===== config.mk =====
export PLATFORM = sky130hd
export DESIGN_NAME = cache_mem_arbiter_flat
export DESIGN_NICKNAME = d
export VERILOG_FILES = /design/src/rtl/cache_mem_arbiter_if.sv /design/src/rtl/cache_mem_arbiter.sv /design/src/flat_wrapper.sv
export SDC_FILE = /design/constraint.sdc
export NUM_CORES = 1
export LEC_CHECK = 0
export ABC_AREA = 1
export BUFFER_PORTS_ARGS = -buffer_cell sky130_fd_sc_hd__buf_4
export CELL_PAD_IN_SITES_DETAIL_PLACEMENT = 1
export CELL_PAD_IN_SITES_GLOBAL_PLACEMENT = 1
export CORE_AREA = 2 2 538 540
export CTS_CLUSTER_DIAMETER = 40
export DETAILED_ROUTE_END_ITERATION = 8
export DIE_AREA = 0 0 540 542
export PLACE_DENSITY_LB_ADDON = 0.08
export SLEW_MARGIN = 20
export SYNTH_ARGS = -nofsm -noshare
export SYNTH_HDL_FRONTEND = slang
export SYNTH_SLANG_ARGS = --single-unit
export TNS_END_PERCENT = 30

===== constraint.sdc =====
create_clock -name clk -period 1.8 [get_ports clk]
set_input_delay 0.27 -clock clk [delete_from_list [all_inputs] [get_ports clk]]
set_output_delay 0.27 -clock clk [all_outputs]
set_load 0.005 [all_outputs]

===== src/rtl/cache_mem_arbiter_if.sv =====
// Bundles the icache client, dcache client and cacheline-adapter signals of the arbiter.
// Latency: none (wires only).
// Backpressure: none; each client holds its request until its resp pulse.
//   slave  : arbiter view (client requests and adapter response in; grant-side signals out)
//   master : environment view (caches and adapter), the mirror of slave
interface cache_mem_arbiter_if;
    // icache client
    logic         i_read;
    logic [31:0]  i_addr;
    logic [255:0] i_rdata;
    logic         i_resp;
    // dcache client
    logic         d_read;
    logic         d_write;
    logic [31:0]  d_addr;
    logic [255:0] d_wdata;
    logic [255:0] d_rdata;
    logic         d_resp;
    // cacheline adapter
    logic         ca_read;
    logic         ca_write;
    logic [31:0]  ca_addr;
    logic [255:0] ca_wdata;
    logic [255:0] ca_rdata;
    logic         ca_resp;

    modport slave (
        input  i_read, i_addr, d_read, d_write, d_addr, d_wdata, ca_rdata, ca_resp,
        output i_rdata, i_resp, d_rdata, d_resp, ca_read, ca_write, ca_addr, ca_wdata
    );

    modport master (
        output i_read, i_addr, d_read, d_write, d_addr, d_wdata, ca_rdata, ca_resp,
        input  i_rdata, i_resp, d_rdata, d_resp, ca_read, ca_write, ca_addr, ca_wdata
    );
endinterface


===== src/rtl/cache_mem_arbiter.sv =====
// Shares one cacheline adapter between icache and dcache, one transaction at a time.
// Latency: request sampled in idle drives the adapter one cycle later; resp is combinational.
// Backpressure: a losing client simply holds its request; an in-flight transfer cannot be aborted.
//   clk : rising-edge clock
//   rst : asynchronous active-low reset
//   bus : client and adapter signals (slave modport)
module cache_mem_arbiter #(
    parameter int unsigned s_offset  = 5,
    parameter bit          prio_mode = 1'b0
) (
    input  logic                  clk,
    input  logic                  rst,
    cache_mem_arbiter_if.slave    bus
);

    typedef enum logic [1:0] {
        S_IDLE   = 2'd0,
        S_ICACHE = 2'd1,
        S_DCACHE = 2'd2
    } state_t;

    localparam logic [31:0] ADDR_MASK = ~((32'd1 << s_offset) - 32'd1);

    state_t       state_q;
    logic         last_grant_q;   // 1 = dcache got the most recent grant
    logic         ca_read_q;
    logic         ca_write_q;
    logic [31:0]  ca_addr_q;
    logic [255:0] ca_wdata_q;

    logic i_req;
    logic d_req;
    logic pick_d;

    assign i_req = bus.i_read;
    assign d_req = bus.d_read | bus.d_write;

    // dcache wins when alone, under fixed priority, or when icache had the last grant.
    assign pick_d = d_req & (~i_req | prio_mode | ~last_grant_q);

    always_ff @(posedge clk or negedge rst) begin
        if (!rst) begin
            state_q      <= S_IDLE;
            last_grant_q <= 1'b1;
            ca_read_q    <= 1'b0;
            ca_write_q   <= 1'b0;
            ca_addr_q    <= 32'd0;
            ca_wdata_q   <= 256'd0;
        end else begin
            case (state_q)
                S_IDLE: begin
                    if (pick_d) begin
                        state_q      <= S_DCACHE;
                        last_grant_q <= 1'b1;
                        // read+write together is treated as a write-back
                        ca_read_q    <= ~bus.d_write;
                        ca_write_q   <= bus.d_write;
                        ca_addr_q    <= bus.d_addr & ADDR_MASK;
                        ca_wdata_q   <= bus.d_wdata;
                    end else if (i_req) begin
                        state_q      <= S_ICACHE;
                        last_grant_q <= 1'b0;
                        ca_read_q    <= 1'b1;
                        ca_write_q   <= 1'b0;
                        ca_addr_q    <= bus.i_addr & ADDR_MASK;
                    end
                end
                S_ICACHE, S_DCACHE: begin
                    // strobes stay up through the resp cycle, then drop in the forced idle cycle
                    if (bus.ca_resp) begin
                        state_q    <= S_IDLE;
                        ca_read_q  <= 1'b0;
                        ca_write_q <= 1'b0;
                    end
                end
                default: begin
                    state_q <= S_IDLE;
                end
            endcase
        end
    end

    assign bus.ca_read  = ca_read_q;
    assign bus.ca_write = ca_write_q;
    assign bus.ca_addr  = ca_addr_q;
    assign bus.ca_wdata = ca_wdata_q;

    assign bus.i_rdata = bus.ca_rdata;
    assign bus.d_rdata = bus.ca_rdata;
    assign bus.i_resp  = (state_q == S_ICACHE) & bus.ca_resp;
    assign bus.d_resp  = (state_q == S_DCACHE) & bus.ca_resp;

endmodule


===== src/flat_wrapper.sv =====
// flat-port wrapper written by rule: the top's interface ports become plain ports
module cache_mem_arbiter_flat 
#(
    parameter int unsigned s_offset  = 5,
    parameter bit          prio_mode = 1'b0
)
  (clk, rst, bus_i_read, bus_i_addr, bus_d_read, bus_d_write, bus_d_addr, bus_d_wdata, bus_ca_rdata, bus_ca_resp, bus_i_rdata, bus_i_resp, bus_d_rdata, bus_d_resp, bus_ca_read, bus_ca_write, bus_ca_addr, bus_ca_wdata);
  cache_mem_arbiter_if bus_i ();
  input  logic clk;
  input  logic rst;
  input wire logic [$bits(bus_i.i_read)-1:0] bus_i_read;
  input wire logic [$bits(bus_i.i_addr)-1:0] bus_i_addr;
  input wire logic [$bits(bus_i.d_read)-1:0] bus_d_read;
  input wire logic [$bits(bus_i.d_write)-1:0] bus_d_write;
  input wire logic [$bits(bus_i.d_addr)-1:0] bus_d_addr;
  input wire logic [$bits(bus_i.d_wdata)-1:0] bus_d_wdata;
  input wire logic [$bits(bus_i.ca_rdata)-1:0] bus_ca_rdata;
  input wire logic [$bits(bus_i.ca_resp)-1:0] bus_ca_resp;
  output wire logic [$bits(bus_i.i_rdata)-1:0] bus_i_rdata;
  output wire logic [$bits(bus_i.i_resp)-1:0] bus_i_resp;
  output wire logic [$bits(bus_i.d_rdata)-1:0] bus_d_rdata;
  output wire logic [$bits(bus_i.d_resp)-1:0] bus_d_resp;
  output wire logic [$bits(bus_i.ca_read)-1:0] bus_ca_read;
  output wire logic [$bits(bus_i.ca_write)-1:0] bus_ca_write;
  output wire logic [$bits(bus_i.ca_addr)-1:0] bus_ca_addr;
  output wire logic [$bits(bus_i.ca_wdata)-1:0] bus_ca_wdata;
  assign bus_i.i_read = bus_i_read;
  assign bus_i.i_addr = bus_i_addr;
  assign bus_i.d_read = bus_d_read;
  assign bus_i.d_write = bus_d_write;
  assign bus_i.d_addr = bus_d_addr;
  assign bus_i.d_wdata = bus_d_wdata;
  assign bus_i.ca_rdata = bus_ca_rdata;
  assign bus_i.ca_resp = bus_ca_resp;
  assign bus_i_rdata = bus_i.i_rdata;
  assign bus_i_resp = bus_i.i_resp;
  assign bus_d_rdata = bus_i.d_rdata;
  assign bus_d_resp = bus_i.d_resp;
  assign bus_ca_read = bus_i.ca_read;
  assign bus_ca_write = bus_i.ca_write;
  assign bus_ca_addr = bus_i.ca_addr;
  assign bus_ca_wdata = bus_i.ca_wdata;
  cache_mem_arbiter #(.s_offset(s_offset), .prio_mode(prio_mode)) u_core (.clk(clk), .rst(rst), .bus(bus_i));
endmodule

# == After elaboration in Yosys (flattened, before gate mapping) ==
# Cells that the tools add are included.
# totals
ff_bits,293
wordCells,40
inputBits,582
out_inout_bits,804
# op_classes
n_reduce_logical,8
eq_ne,4
muxes,14
bitwise_logic,8
# ops
op,n
two-way mux 32 bit,2
two-way mux 1 bit,6
two-way mux 2 bit,3
AND reduction 2 bit,3
case mux 1 bit (2 select lines),2
case mux 2 bit (2 select lines),1
nonzero test 2 bit,2
AND 1 bit,3
"inequality test 3 x 2 -> 1 bit, second input constant",1
NOT 1 bit,3
AND reduction 3 bit,1
"equality test 2 x 1 -> 1 bit, second input constant",1
"equality test 2 bit, second input constant",1
zero test 2 bit,1
"inequality test 2 bit, second input constant",1
OR 1 bit,2
OR reduction 2 bit,1

# == Logic depth before layout (Yosys ltp) ==
# Gate-level depths: netlist of the first run.
# depth
ltp_word,5
ltp_mapped,9
mapped_depth_nobuf,7

# == Worst setup path before layout of the first run ==
# Ideal clock, no wire load.
# synth_path
path_type,register to register
startpoint,reg u_core.state_q[0]
endpoint,reg u_core.state_q[0]
n_path_buf,2
synth_period_minus_slack_ps,1455
path_stages_with_launch,9
setup_ps,65
required_ps,1735
slack_ps,345
t_arrival_ps,1390
path_cell_list,dfrtp_1 > inv_1 > ha_1 > inv_1 > a21oi_1 > buf_2 > buf_2 > nand3_1 > nand2_1
# synth_via
elab_chain_cells,4
word_cells_on_any_way,8
classes_between,eq/ne (4); mux (1); reduce/logical (3)
# synth_rtl
item,line,rtl
from (decl),cache_mem_arbiter.sv:24,state_t state_q;
from (signal assigned),cache_mem_arbiter.sv:43,state_q <= S_IDLE;
from (signal assigned),cache_mem_arbiter.sv:53,state_q <= S_DCACHE;
from (signal assigned),cache_mem_arbiter.sv:61,state_q <= S_ICACHE;
equality test 2 bit or equality test 2 x 1 -> 1 bit (tied branches),cache_mem_arbiter.sv:50,case (state_q)
OR reduction 2 bit,cache_mem_arbiter.sv:50,
inequality test 2 bit (no line),-,
AND reduction 2 bit (no line),-,
# Parallel ways exist; a longest one is shown, timed or not.
# A chain may end at the register's enable or synchronous reset.

# == Worst setup path in the final report of the first run ==
# layout_path
startpoint,reg u_core.state_q[0]
endpoint,out bus_i_resp
# layout_via
elab_chain_cells,2
# layout_rtl
item,line,rtl
equality test 2 x 1 -> 1 bit,cache_mem_arbiter.sv:90,assign bus.i_resp = (state_q == S_ICACHE) & bus.ca_resp;
AND 1 bit,cache_mem_arbiter.sv:90,
to (decl),flat_wrapper.sv:20,output wire logic [$bits(bus_i.i_resp)-1:0] bus_i_resp;
# Every way passes these cells.

==> metrics.cfg, run 1 <==
[yosys]
ys_ff_latch=288
synth_cell_types=18
synthCells=1874
async_reset_ff_share_pct=100
syn_area_sq_um=15300
synth-edff-count=0
ys_warn_count=0
synth_top_area_share_pct=46.8
syn_area_per_cell_sq_um=8.19
netlist_top_cells_area=dfrtp_1 (47%), buf_4 (27%), nand2_1 (22%), inv_1 (1.6%), buf_2 (0.98%)
seq_area_frac_synth_pct=47.0
synth_top_area_cell=dfrtp_1
ys.flop_type=dfrtp_1

[clock_network]
cts_tree=built
clockRootBuffer=clkbuf_16
cts_buffers=118
clock-sinks=288
cts.reportedPaths.clkPinSlew_ps=40
htree_levels=3
clock_latency_ps=820
clk_path_buf_depth=4

[routing]
drc=0
num_vias=13700
drt_iter0_drc=350
ant_nets=0
first_pass_iters=4
wirelength_microns=98200
wl_per_cell_microns=15.6
viasPerCell=2.18

[sta]
max_freq_mhz=527
finClkSkew_ps=88.7
hold_viol=0
period_minus_slack_ps=1900
final-max-slew-violation-count=0
rsz0062_at_grt=yes
worst-slew-pin-transition_ps=632
setup_violations=2
maxSlewHeadroom_pct=57.9
tns_ps=-187
fin_ws_ps=-97.4
post-route-period-util_pct=105

[critical_path]
path_delay_family=flip-flops
path_common_cell=buf_6
r2r_setup_slack_ps=100
crit_chain=buf_6, ha_4, nand2_4, inv_2, buf_6
crit_arrival_ps=1630
required_ps=1530
max_stage_delay_ps=390
r2r-start=u_core.state_q[0]
startpoint_type=register
timing.rr.end=u_core.bus.ca_read
critPathSlowestCell=dfrtp_1
crit_fanout=2
path_buf_inv=3
endpoint_kind=output port
critPathKind=register to output port
rr_worst_depth=6

[cells_and_area]
layout_commonest_cell=nand2_1
areaGrowthSynthToFinish_pct=84.7
final_area_sq_um=28300
postLayoutCoreUtil_pct=9.88
final_cell_count_no_fill=6290
finalNetCount=2985
final_cell_mix=nand2_1 (891), buf_4 (631), dlygate4sd3_1 (317)
drive_gt1_share_pct=34.6
nFillCells=34000

[floorplan]
dieWidth_microns=540
start_util_pct=5.35
chipHeight_microns=542
core_sq_um=287000
ios=1386
die_area_sq_um=293000
rows=197

[global_routing]
track_usage_pct=6.55
grt_pass1_vias=15900
antenna_found_initial=45
grt.overflow.total=0
grt_pass1_wl_microns=134000
grt_use_met3_pct=4.31
grt_start_max_net_pins=53
busiest_layer=met2
use_met2_pct=10.2
grtUsageMet1_pct=6.27

[placed_design]
place_area_sq_um=21200
place_hpwl_microns=78000
io_buffers=602
gp_congestion=0.676
dp.cells=5741

[power_and_ir_drop]
powerDensity_nw_per_um2=1720
irDropWorstVdd_v=0.000632
finalPower_mw=48.6
p_leak_nw=13.2

[hold_path]
hold_path_class=input port to async pin

[outcome]
status=finished, violations left
violations=setup timing

[run]
cap_violations=0

## kinds of logic after synthesis
group / after synthesis / synth area share [%]
fa+ha+maj: 4 / 0.326
compound gates: 3 / 0.0978
simple gates: 929 / 23.2
flops: 288 / 47.0
buf+inv: 649 / 29.4
other cells: 1 / 0.0244
## cell type report
| class | count | area, sq um | share of cell area, % |
|---|---|---|---|
| clock inverter | 13 | 101 | 0.358 |
| antenna | 18 | 45.0 | 0.159 |
| timing repair buffer | 983 | 8540 | 30.1 |
| clock buffer | 199 | 3750 | 13.2 |
| tap | 3781 | 4730 | 16.7 |
| inverter | 67 | 262 | 0.922 |
| multi-input combinational | 941 | 3700 | 13.1 |
| sequential | 288 | 7210 | 25.4 |
## synthesized netlist by cell type, types with 2 or more instances
cell type    n
inv_2        2
nand3_1     30
buf_4      544
nand4_1      2
ha_1         4
dfrtp_1    287
buf_2       30
clkbuf_1     8
nand2_1    893
a21oi_1      2
inv_1       65
## how the worst max path moves through the flow
stage,slack [ps],cells after the start,from,endpoint
floorplan,350,8,u_core.state_q[0],u_core.state_q[0]
global placement,-170,8,u_core.state_q[0],u_core.bus.ca_addr[11]
detailed placement,-110,8,u_core.state_q[0],u_core.bus.ca_addr[13]
CTS,-230,5,u_core.state_q[0],bus_i_resp
global route,-220,5,u_core.state_q[0],bus_i_resp
finish,-100,5,u_core.state_q[0],bus_i_resp
## worst reg2reg max path: stages, from the launching register on
cell,delay [ps]
dfrtp_1,390
inv_1,140
ha_2,310
a21oi_1,110
dlygate4sd3_1,550
nand4_1,70
nand2_1,70
## registers in the layout, summed over array words and instances (netlist names)
name and flops:
u_core.bus.ca_read 1, u_core.state_q 2, u_core.last_grant_q 1, u_core.bus.ca_write 1
u_core.bus.ca_wdata 256, u_core.bus.ca_addr 27
## report_power, final
part           internal (mW)  switching (mW)  total, mW
combinational           7.90            9.42       17.3
clock                   13.9            5.57       19.4
sequential              9.78            2.09       11.9
## through the flow
step | setup WS, ps | hold slack [ps]
floorplan | 345 | -25.6
global placement | -171 | 312
detailed placement | -114 | 320
CTS | -234 | 60.7
global route | -225 | 99.9
finish | -97.4 | 120
## layer usage
metal | vias to the layer above | part of all wire [%]
met5 | - | 0.24
met3 | 326 | 14
li1 | 6214 | -
met4 | 36 | 6.6
met2 | 881 | 45
met1 | 6238 | 34
## timing repair
action,4_1_cts,5_1_grt
setup buffers,2,0
resized for setup,21,1
pin swaps,2,1
endpoints found under the hold margin,518,0
setup endpoints to repair,34,38
hold buffers,317,0
Power figures use the tool's default switching activity.
==> run 2, diff against run 1 <==
RECOVER_POWER = 25   (was default)
SKIP_CTS_REPAIR_TIMING = 1   (was default)
==> run 2 against run 1 <==
  * Global-route usage barely moved
  * Sequential power barely moved
  * Sequential share of layout area barely moved
  * Via count fell by 0.34%
  * The flow still finishes with violations (setup timing)
  * Wire length barely moved
  * Critical path type unchanged
==> metrics.cfg, run 2 (synthesis results as in run 1) <==
[power_and_ir_drop]
power.share.switching_pct=35.1  ; about the same
comb_power_share_pct=35.6  ; about the same
p_leak_nw=13.2  ; -0.20%
finalPower_mw=48.5  ; -0.16%
p_int_mw=31.5  ; -0.17%
powerDensity_nw_per_um2=1720  ; about the same
seqPwrFrac_pct=24.4  ; about the same
irDropWorstVdd_v=0.000631  ; -0.13%
clock_power_share_pct=40.0  ; about the same
p_sw_mw=17.1  ; -0.14%

[routing]
drt_iter0_drc=344  ; -1.7%
viasPerCell=2.17  ; -0.30%
num_vias=13600  ; -0.34%
drc=0  ; unchanged
first_pass_iters=4  ; unchanged
wirelength_microns=98300  ; about the same
ant_nets=0  ; unchanged
wl_per_cell_microns=15.6  ; +0.14%

[global_routing]
track_usage_pct=6.50  ; -0.044 points
antenna_found_initial=46  ; +2.2%
grt_start_max_net_pins=53  ; unchanged
grt_pass1_vias=14400  ; -9.0%
grt_pass1_wl_microns=131000  ; -2.4%
grt.overflow.total=0  ; unchanged

[cells_and_area]
finalNetCount=2980  ; -0.17%
areaGrowthSynthToFinish_pct=84.3
postLayoutCoreUtil_pct=9.86  ; -0.024 points
final_cell_mix=nand2_1 (891), buf_4 (631), dlygate4sd3_1 (313)
final_cell_count_no_fill=6287  ; -0.048%
drive_gt1_share_pct=34.5  ; -0.091 points
largest_reg_flops=256  ; unchanged
layout_commonest_cell=nand2_1
final_area_sq_um=28300  ; -0.24%

[sta]
setup_violations=2  ; unchanged
maxSlewHeadroom_pct=24.6  ; -33 points
fin_ws_ps=-127  ; -29.2 ps
rsz0062_at_grt=yes
finClkSkew_ps=89.4  ; +0.675 ps
period_minus_slack_ps=1930  ; +29.2 ps
post-route-period-util_pct=107  ; +1.6 points
hold_viol=0  ; unchanged
max_freq_mhz=519  ; -1.5%
worst-slew-pin-transition_ps=1130  ; +499 ps
final-max-slew-violation-count=0  ; unchanged

[floorplan]
dieWidth_microns=540  ; unchanged
start_util_pct=5.35  ; unchanged
ios=1386  ; unchanged
core_sq_um=287000  ; unchanged
rows=197  ; unchanged
die_area_sq_um=293000  ; unchanged
chipHeight_microns=542  ; unchanged

[critical_path]
timing.rr.end=u_core.bus.ca_addr[31]
required_ps=1530  ; about the same
critPathKind=register to output port
r2r_setup_slack_ps=160  ; +60 ps
rr_worst_depth=8  ; +2
crit_arrival_ps=1660  ; +30 ps
startpoint_type=register
r2r-start=u_core.state_q[0]
crit_fanout=3  ; +1
endpoint_kind=output port

[run]
cap_violations=0  ; unchanged

[clock_network]
clock-sinks=288  ; unchanged
clockRootBuffer=clkbuf_16
htree_levels=3  ; unchanged
cts_tree=built
clock_latency_ps=820  ; about the same
clk_path_buf_depth=4  ; unchanged
cts_buffers=118  ; unchanged
cts.reportedPaths.clkPinSlew_ps=40  ; about the same

[hold_path]
holdCritStartpoint=bus_ca_resp
hold_path_class=input port to register
whs_path_depth=5
hold_end=u_core.bus.ca_read

[placed_design]
io_buffers=602  ; unchanged
gp_congestion=0.676  ; unchanged
place_area_sq_um=21200  ; unchanged
dpl_worst_slack_ps=-114  ; unchanged
dp.cells=5741  ; unchanged
place_hpwl_microns=78000  ; unchanged

[outcome]
violations=setup timing
status=finished, violations left

==> run 2: cell count changes in the layout (fill, tap and decap cells not counted), sizes merged <==
cell	before	now
buf	666	664
clkbuf	199	200
diode	18	20
dlygate4sd3	317	313
==> run 2: final cells by class <==
type,count,area [sq um]
fillers,33900,259000
repair buffers,978,8490
flip-flops and latches,288,7210
well taps,3781,4730
clock buffers,199,3750
multi-input cells,941,3690
inverters,67,262
clock inverters,13,101
diodes,20,50.0
==> run 2: per-layer routing <==
layer	GRT usage, %	part of all wire [%]	vias to the layer above
met5	0	0.26	-
met4	4.78	8.0	40
met3	5.06	15	357
met2	9.87	43	862
met1	5.86	34	6184
li1	-	-	6205
==> run 2: worst max-delay path by stage <==
stage                            startpoint                      to  slack (ps)  depth (start not counted)
after detailed placement  u_core.state_q[0]  u_core.bus.ca_addr[13]        -110                          8
after global routing      u_core.state_q[0]              bus_i_resp        -250                          5
after global placement    u_core.state_q[0]  u_core.bus.ca_addr[11]        -170                          8
after CTS                 u_core.state_q[0]              bus_i_resp        -360                          5
after floorplan           u_core.state_q[0]       u_core.state_q[0]         350                          8
final                     u_core.state_q[0]              bus_i_resp        -130                          5
==> run 2: through the flow <==
step / TNS (ps) / hold slack [ps]
6_report: -230 / 31.9
4_1_cts: -2680 / -632
2_1_floorplan: 0 / -25.6
5_1_grt: -470 / -0.530
3_5_place_dp: -2450 / 320
3_3_place_gp: -3250 / 312
==> run 2: power by group through the flow <==
stage	Combinational [mW]	Sequential (mW)	Clock, mW
3_5_place_dp	17.7	11.9	0
2_1_floorplan	6.88	11.7	0
6_report	17.3	11.9	19.4
3_3_place_gp	17.7	11.9	0
5_1_grt	19.7	12.3	20.6
4_1_cts	17.7	12.0	20.3
==> run 2: worst max-delay path, stage by stage (launching register included) <==
cell,delay (ps)
dfrtp_1,390
buf_6,140
ha_4,150
nand2_4,70
inv_2,40
buf_6,130
==> run 3, diff against run 2 <==
BUFFER_PORTS_ARGS = default   (was -buffer_cell sky130_fd_sc_hd__buf_4)
CORE_AREA = 2 2 541 543   (was 2 2 538 540)
DIE_AREA = 0 0 543 545   (was 0 0 540 542)
DONT_BUFFER_PORTS = 1   (was default)
==> run 3 against run 2 <==
  * The run ends with hold timing, setup timing left
  * Combinational power fell by 34%
  * Via count fell by 16%
  * Sequential cell count did not move
==> metrics.cfg, run 3 (synthesis results as in run 1) <==
[floorplan]
chipHeight_microns=545  ; +0.55%
core_sq_um=290000  ; +1.1%
rows=198  ; +0.51%
ios=1386  ; unchanged
start_util_pct=5.29  ; -0.059 points
dieWidth_microns=543  ; +0.56%
die_area_sq_um=296000  ; +1.1%

[cells_and_area]
drive_gt1_share_pct=15.2  ; -19 points
finalNetCount=2383  ; -20%
largest_reg_flops=256  ; unchanged
nFillCells=34300  ; +0.91%
postLayoutCoreUtil_pct=8.25  ; -1.6 points
areaGrowthSynthToFinish_pct=55.9
final_cell_mix=nand2_1 (862), dlygate4sd3_1 (314), dfrtp_1 (287)
layout_commonest_cell=nand2_1

[critical_path]
required_ps=1530  ; about the same
r2r_setup_slack_ps=-20  ; -180 ps
crit_fanout=3  ; unchanged
critPathKind=register to output port
r2r-start=u_core.last_grant_q
crit_arrival_ps=1620  ; -40 ps
startpoint_type=register
endpoint_kind=output port
rr_worst_depth=11  ; +3
timing.rr.end=u_core.bus.ca_wdata[106]

[run]
cap_violations=0  ; unchanged

[routing]
num_vias=11500  ; -16%
wl_per_cell_microns=15.3  ; -2.1%
viasPerCell=1.99  ; -8.5%
ant_nets=0  ; unchanged
wirelength_microns=88800  ; -9.6%
first_pass_iters=4  ; unchanged
drt_iter0_drc=421  ; +22%
drc=0  ; unchanged

[clock_network]
cts_buffers=110  ; -6.8%
cts_tree=built
clock_latency_ps=800  ; -20 ps
clock-sinks=288  ; unchanged
clk_path_buf_depth=4  ; unchanged
clockRootBuffer=clkbuf_16
cts.reportedPaths.clkPinSlew_ps=40  ; about the same
htree_levels=3  ; unchanged

[sta]
rsz0062_at_grt=yes
worst-slew-pin-transition_ps=800  ; -332 ps
setup_violations=11  ; +9
hold_slack_ps=-868  ; -900 ps
max_freq_mhz=528  ; +1.7%
maxSlewHeadroom_pct=46.7  ; +22 points
fin_ws_ps=-94.1  ; +32.5 ps
hold_viol=288  ; +288
final-max-slew-violation-count=0  ; unchanged
post-route-period-util_pct=105  ; -1.8 points
finClkSkew_ps=92.3  ; +2.85 ps
period_minus_slack_ps=1890  ; -32.5 ps
tns_ps=-271  ; -40.7 ps

[power_and_ir_drop]
irDropWorstVdd_v=0.000835  ; +32%
finalPower_mw=43.2  ; -11%
p_leak_nw=10.2  ; -22%
powerDensity_nw_per_um2=1810  ; +5.2%

[global_routing]
antenna_found_initial=39  ; -15%
grt_pass1_vias=11800  ; -18%
busiest_layer=met2
grt_use_met3_pct=4.82  ; -0.24 points
grtUsageMet1_pct=4.54  ; -1.3 points
grt_start_max_net_pins=289  ; +450%
grt.overflow.total=0  ; unchanged
use_met2_pct=8.81  ; -1.1 points
grt_pass1_wl_microns=113000  ; -14%
track_usage_pct=5.61  ; -0.90 points

[outcome]
status=finished, violations left
violations=hold timing, setup timing

[hold_path]
hold_path_class=input port to async pin

[placed_design]
dpl_worst_slack_ps=-120  ; -5.58 ps
gp_congestion=0.695  ; +2.7%
io_buffers=0  ; -100%
place_hpwl_microns=65700  ; -16%

==> run 3: changes by cell type in the layout (fill, tap and decap cells not counted), sizes merged <==
cell / before / now
buf: 664 / 69
clkbuf: 200 / 181
clkinv: 12 / 23
bufinv: 1 / 0
diode: 20 / 19
dlygate4sd3: 313 / 314
==> run 3: where the power goes <==
group	total, mW	internal [mW]	switching [mW]
Sequential	13.8	9.76	4.01
Combinational	11.5	4.82	6.71
Clock	17.9	12.4	5.56
==> run 3: worst max-delay path by stage <==
stage                               endpoint  cells after the start               from  slack [ps]
CTS                               bus_i_resp                      5  u_core.state_q[1]        -450
global route                      bus_i_resp                      4  u_core.state_q[0]        -240
detailed placement  u_core.bus.ca_wdata[161]                      9  u_core.state_q[0]        -120
global placement    u_core.bus.ca_wdata[161]                      9  u_core.state_q[0]        -130
finish                            bus_i_resp                      4  u_core.state_q[0]         -90
floorplan                  u_core.state_q[0]                      8  u_core.state_q[0]         350
==> run 3: area by class of cell <==
class / instances / area, sq um / area share (%)
inverter: 67 / 288 / 1.20
sequential: 288 / 7210 / 30.1
multi-input combinational: 941 / 3790 / 15.9
antenna: 19 / 47.5 / 0.199
tap: 3900 / 4880 / 20.4
timing repair buffer: 389 / 4220 / 17.6
clock inverter: 23 / 166 / 0.695
clock buffer: 175 / 3330 / 13.9
==> run 3: worst max-delay path, cell delays in order, from the launching register on <==
cell     delay [ps]
dfrtp_1         390
buf_6           140
ha_4            150
nand2_4          90
inv_8            40
==> run 3: stage by stage <==
stage	std cells	area (sq um)
3_3_place_gp	5253	16700
3_5_place_dp	5253	16700
4_1_cts	5451	20200
5_1_grt	5796	23900
2_1_floorplan	1878	15400
6_report	5802	23900
==> run 3: metal layers <==
metal | wire length (microns) | share of wire (%)
met1 | 27400 | 31
met5 | 165 | 0.19
met2 | 39800 | 45
met3 | 15100 | 17
met4 | 6350 | 7.1
